## src/rtl/rr_reg_write_arbiter.sv

```systemverilog
// Round-robin arbiter sharing one enable-gated W-bit register among N writers.
// Each grant performs exactly one write, then holds ownership for up to HOLD cycles.
module rr_reg_write_arbiter #(
  parameter int N    = 4,
  parameter int W    = 8,
  parameter int HOLD = 2
) (
  input  logic           clk,
  input  logic           rst,
  input  logic [N-1:0]   req,
  input  logic [N*W-1:0] wdata,
  output logic [N-1:0]   gnt,
  output logic           en,
  output logic [W-1:0]   d,
  output logic [W-1:0]   q,
  output logic           busy
);

  localparam int NW = (N > 1) ? $clog2(N) : 1;
  localparam int CW = (HOLD > 1) ? $clog2(HOLD) : 1;
  localparam logic [CW-1:0] CNT_LAST = CW'(HOLD - 1);
  localparam logic [NW-1:0] LAST_RST = NW'(N - 1);

  typedef enum logic {IDLE, GRANT} state_t;

  state_t          state_q, state_d;
  logic [NW-1:0]   owner_q, owner_d;
  logic [NW-1:0]   last_q,  last_d;
  logic [CW-1:0]   cnt_q,   cnt_d;
  logic [N-1:0]    gnt_q,   gnt_d;
  logic [W-1:0]    q_q,     q_d;

  logic            win_found;
  logic [NW-1:0]   win_idx;
  logic            release_now;

  // Scan from the farthest slot (last itself) toward last+1 so the nearest hit wins.
  always_comb begin
    win_found = 1'b0;
    win_idx   = '0;
    for (int k = N; k >= 1; k--) begin
      if (req[(int'(last_q) + k) % N]) begin
        win_found = 1'b1;
        win_idx   = NW'((int'(last_q) + k) % N);
      end
    end
  end

  assign busy = (state_q == GRANT);
  assign en   = busy && (cnt_q == '0);
  assign d    = busy ? wdata[int'(owner_q)*W +: W] : '0;
  assign gnt  = gnt_q;
  assign q    = q_q;

  assign release_now = (cnt_q == CNT_LAST) || !req[owner_q];

  always_comb begin
    state_d = state_q;
    owner_d = owner_q;
    last_d  = last_q;
    cnt_d   = cnt_q;
    gnt_d   = gnt_q;
    q_d     = en ? d : q_q;

    // IDLE arbitrates directly; GRANT re-arbitrates only on release, from last == owner.
    if (state_q == IDLE || release_now) begin
      if (win_found) begin
        state_d = GRANT;
        owner_d = win_idx;
        last_d  = win_idx;
        cnt_d   = '0;
        gnt_d   = N'(1) << win_idx;
      end else begin
        state_d = IDLE;
        cnt_d   = '0;
        gnt_d   = '0;
      end
    end else begin
      cnt_d = cnt_q + CW'(1);
    end
  end

  always_ff @(posedge clk or negedge rst) begin
    if (!rst) begin
      state_q <= IDLE;
      owner_q <= '0;
      last_q  <= LAST_RST;
      cnt_q   <= '0;
      gnt_q   <= '0;
      q_q     <= '0;
    end else begin
      state_q <= state_d;
      owner_q <= owner_d;
      last_q  <= last_d;
      cnt_q   <= cnt_d;
      gnt_q   <= gnt_d;
      q_q     <= q_d;
    end
  end

endmodule

```

## config.mk

```make
export PLATFORM = sky130hd
export DESIGN_NAME = rr_reg_write_arbiter
export DESIGN_NICKNAME = d
export VERILOG_FILES = /design/src/rtl/rr_reg_write_arbiter.sv
export SDC_FILE = /design/constraint.sdc
export NUM_CORES = 1
export LEC_CHECK = 0
export CAP_MARGIN = 30
export CORE_ASPECT_RATIO = 1.75
export CORE_MARGIN = 10
export CORE_UTILIZATION = 40
export CTS_BUF_LIST = sky130_fd_sc_hd__clkbuf_2 sky130_fd_sc_hd__clkbuf_4 sky130_fd_sc_hd__clkbuf_8
export CTS_CLUSTER_SIZE = 8
export DETAILED_ROUTE_END_ITERATION = 7
export DONT_BUFFER_PORTS = 1
export GPL_ROUTABILITY_DRIVEN = 0
export PLACE_DENSITY_LB_ADDON = 0.3
export RECOVER_POWER = 100
export SYNTH_ARGS = -nofsm -noshare
export SYNTH_HDL_FRONTEND = slang
export SYNTH_SLANG_ARGS = --single-unit
```

## constraint.sdc

```tcl
create_clock -name clk -period 2.22 [get_ports clk]
set_clock_uncertainty 0.15 [all_clocks]
set_input_delay 0.222 -clock clk [delete_from_list [all_inputs] [get_ports clk]]
set_output_delay 0.222 -clock clk [all_outputs]
set_load 0.05 [all_outputs]
```

==> flow_metrics.env <==
export IMPL_worst_setup_path_start_kind="register"
export IMPL_crit_path_cell_trace="buf_4 > mux4_1 > and2_2"
export IMPL_synth_edf_count=0
export IMPL_io_pins=60
export IMPL_critPathRequiredTime_ns=1.85
export IMPL_synth_async_sr_flop_share_pct=100
export IMPL_die_area_sq_um=5310
export IMPL_status="complete, no violations"
export IMPL_core_sq_um=2660
export IMPL_hp_start="req[0]"
export IMPL_drt_total_wl_microns=3040
export IMPL_drt_vias_per_instance=6.61
export IMPL_syn_to_final_growth_pct=7.31
export IMPL_layout_drive_gt1_share_pct=31.0
export IMPL_overflow=0
export IMPL_cts_tree="done"
export IMPL_cts_sinks=18
export IMPL_power_per_cell_area_nw_per_um2=1940
export IMPL_max_cap_violations=0
export IMPL_min_period_ns=2.14
export IMPL_synth_seq_area_share_pct=41.4
export IMPL_insertion_delay_ns=0.25
export IMPL_placed_area_sq_um=1140
export IMPL_cts_made_buffers=3
export IMPL_hold_violations=0
export IMPL_drtAntennaViolNets=0
export IMPL_postCtsSetupRepairBufs=0
export IMPL_synth_fp_nets=117
export IMPL_synthFlopType="dfrtp_1"
export IMPL_syn_area_per_cell_sq_um=13.9
export IMPL_grt_start_max_net_pins=19
export IMPL_maxSlewViolCount=0
export IMPL_fin_setup_tns_ns=0
export IMPL_io_buffers=0
export IMPL_setup_viol=0
export IMPL_synth_commonest_cells="dfrtp_1 (16), and2_1 (8), mux2_2 (8), mux4_1 (8)"
export IMPL_reg2reg_from="owner_q[0]$_DFFE_PN0P_"
export IMPL_ir_drop_mv=0.744
export IMPL_synth_top_area_cell="dfrtp_1"
export IMPL_grt_setup_unrepaired="false"
export IMPL_p_leak_uw=0.000470
export IMPL_grt_use_total_pct=11.6
export IMPL_ys_ff_latch=18
export IMPL_start_util_pct=41.2
export IMPL_hold_class="primary input to register"
export IMPL_final_cell_area_sq_um=1170
export IMPL_endpoint_kind="output port"
export IMPL_max_slew_margin_pct=44.9
export IMPL_num_vias=747
export IMPL_synth_area_sq_um=1090
export IMPL_num_rows=25
export IMPL_worstSetupPathType="register to output port"
export IMPL_clk_pin_slew_worst_paths_ns=0.07
export IMPL_ys_top_cells_by_area="dfrtp_1 (37%), mux4_1 (19%), mux2_2 (8.2%)"
export IMPL_synth_cell_types=27
export IMPL_synth_warnings=0
export IMPL_crit_fanout=6
export IMPL_cp_slowest_stage_delay_ns=0.57
export IMPL_worstSetupStartpoint="owner_q[0]$_DFFE_PN0P_"
export IMPL_grt_pass1_vias=843
export IMPL_tightest_slew_ns=0.823
export IMPL_root_buffer="clkbuf_8"
export IMPL_fill_cells=251
export IMPL_yosysMostFrequentCell="dfrtp_1"
export IMPL_drt_initial_drc_count=9
export IMPL_die_h_microns=89.2
export IMPL_cts_buffer_depth=2
export IMPL_drt_drc_violations_left=0
export IMPL_synth_top_area_share_pct=36.6
export IMPL_syn_inst=79
export IMPL_arrival_ns=1.76
export IMPL_die_x_microns=59.5
export IMPL_grt_pass1_wl_microns=4540
export IMPL_hpwl_microns=2470
export IMPL_critPathSlowestCell="mux4_1"
export IMPL_fin_crit_sh_pct=96.2
export IMPL_dr_pass1_iters=4
export IMPL_fmax_mhz=468
export IMPL_avgRoutedWirePerCell_microns=26.9
export IMPL_antenna_found_initial=2
export IMPL_fin_nets=124
export IMPL_htreeDepth=1
==> registers in the layout, indices dropped and copies added, names as in the netlist <==
name,cells
busy,1
cnt_q,1
gnt,4
last_q,2
owner_q,2
q,8
==> cells by family (layout without fill, tap and decap cells) <==
logic type      count (synthesis)  count (layout)  share of synthesized area (%)
flops                          18              18                           41.4
compound gates                 13              13                           8.46
other cells                     0               2                              0
buf+inv                         5              10                           3.31
mux                            20              20                           32.5
simple gates                   23              23                           14.4
==> layer usage <==
layer	global-route usage, %	wire length, microns
met3	5.69	385
met1	9.97	881
met2	21.7	1730
met5	0	0
met4	4.30	33
==> through the flow <==
step,total power (uW),hold WS [ns],worst slack [ns],util (%),cells
detailed placement,2100,-0.223,0.224,42.7,107
global placement,2050,-0.223,0.254,42.7,107
finish,2270,0.0812,0.0844,44.2,113
CTS,2350,0.0876,0.0664,44.9,111
floorplan,1930,-0.224,0.0112,-,79
global route,2390,0.125,0.00154,44.2,113
==> worst max-delay path: cells and delay by family, from the launching register on <==
kind	cells	cell delay [ns]
flip-flops	1	0.44
AND/OR/NAND/NOR	1	0.32
buffers and inverters	1	0.18
multiplexers	1	0.57
==> layout make-up <==
| type | instances | area, sq um | share of cell area [%] |
|---|---|---|---|
| Multi-Input combinational cell | 56 | 596 | 50.7 |
| Sequential cell | 18 | 454 | 38.7 |
| Clock buffer | 3 | 41.3 | 3.51 |
| Timing Repair Buffer | 6 | 41.3 | 3.51 |
| Tap cell | 27 | 33.8 | 2.88 |
| Antenna cell | 2 | 5.00 | 0.426 |
| Inverter | 1 | 3.75 | 0.319 |
==> path summary, 6_finish.rpt <==
check | end | slack (ns) | cells past startpoint
min reg2reg | last_q[1]$_DFFE_PN1P_ | 0.39 | 2
min in group asynchronous | q[3]$_DFFE_PN0P_ | 0.36 | 1
min | busy$_DFFE_PN0P_ | 0.08 | 3
max in group asynchronous | owner_q[0]$_DFFE_PN0P_ | 1.00 | 1
max reg2reg | owner_q[0]$_DFFE_PN0P_ | 0.16 | 4
max | d[3] | 0.08 | 3
==> what timing repair did <==
action / in CTS / in global routing
hold buffers: 1 / 0
cloned: 0 / 0
setup endpoints to repair: 5 / 1
pin swaps: 0 / 0
endpoints found under the hold margin: 18 / 0
resized for setup: 6 / 1
==> placed cells by master (no fill, tap or decap), types with 2 or more instances in the layout <==
master	n
a21oi_1	2
a22o_1	2
and2_1	3
and2_2	5
buf_4	3
clkbuf_8	3
dfrtp_1	15
diode_2	2
mux2_1	2
mux2_2	8
mux4_1	8
nand2_1	4
nand2b_1	4
nor2b_1	2
o21ai_0	3
o31ai_1	3
==> power by group <==
part | switching, uW | internal, uW | total [uW]
logic | 626 | 431 | 1060
clock network | 109 | 121 | 230
registers | 498 | 489 | 987
total | 1230 | 1040 | 2270
(Power assumes the default switching activity.)
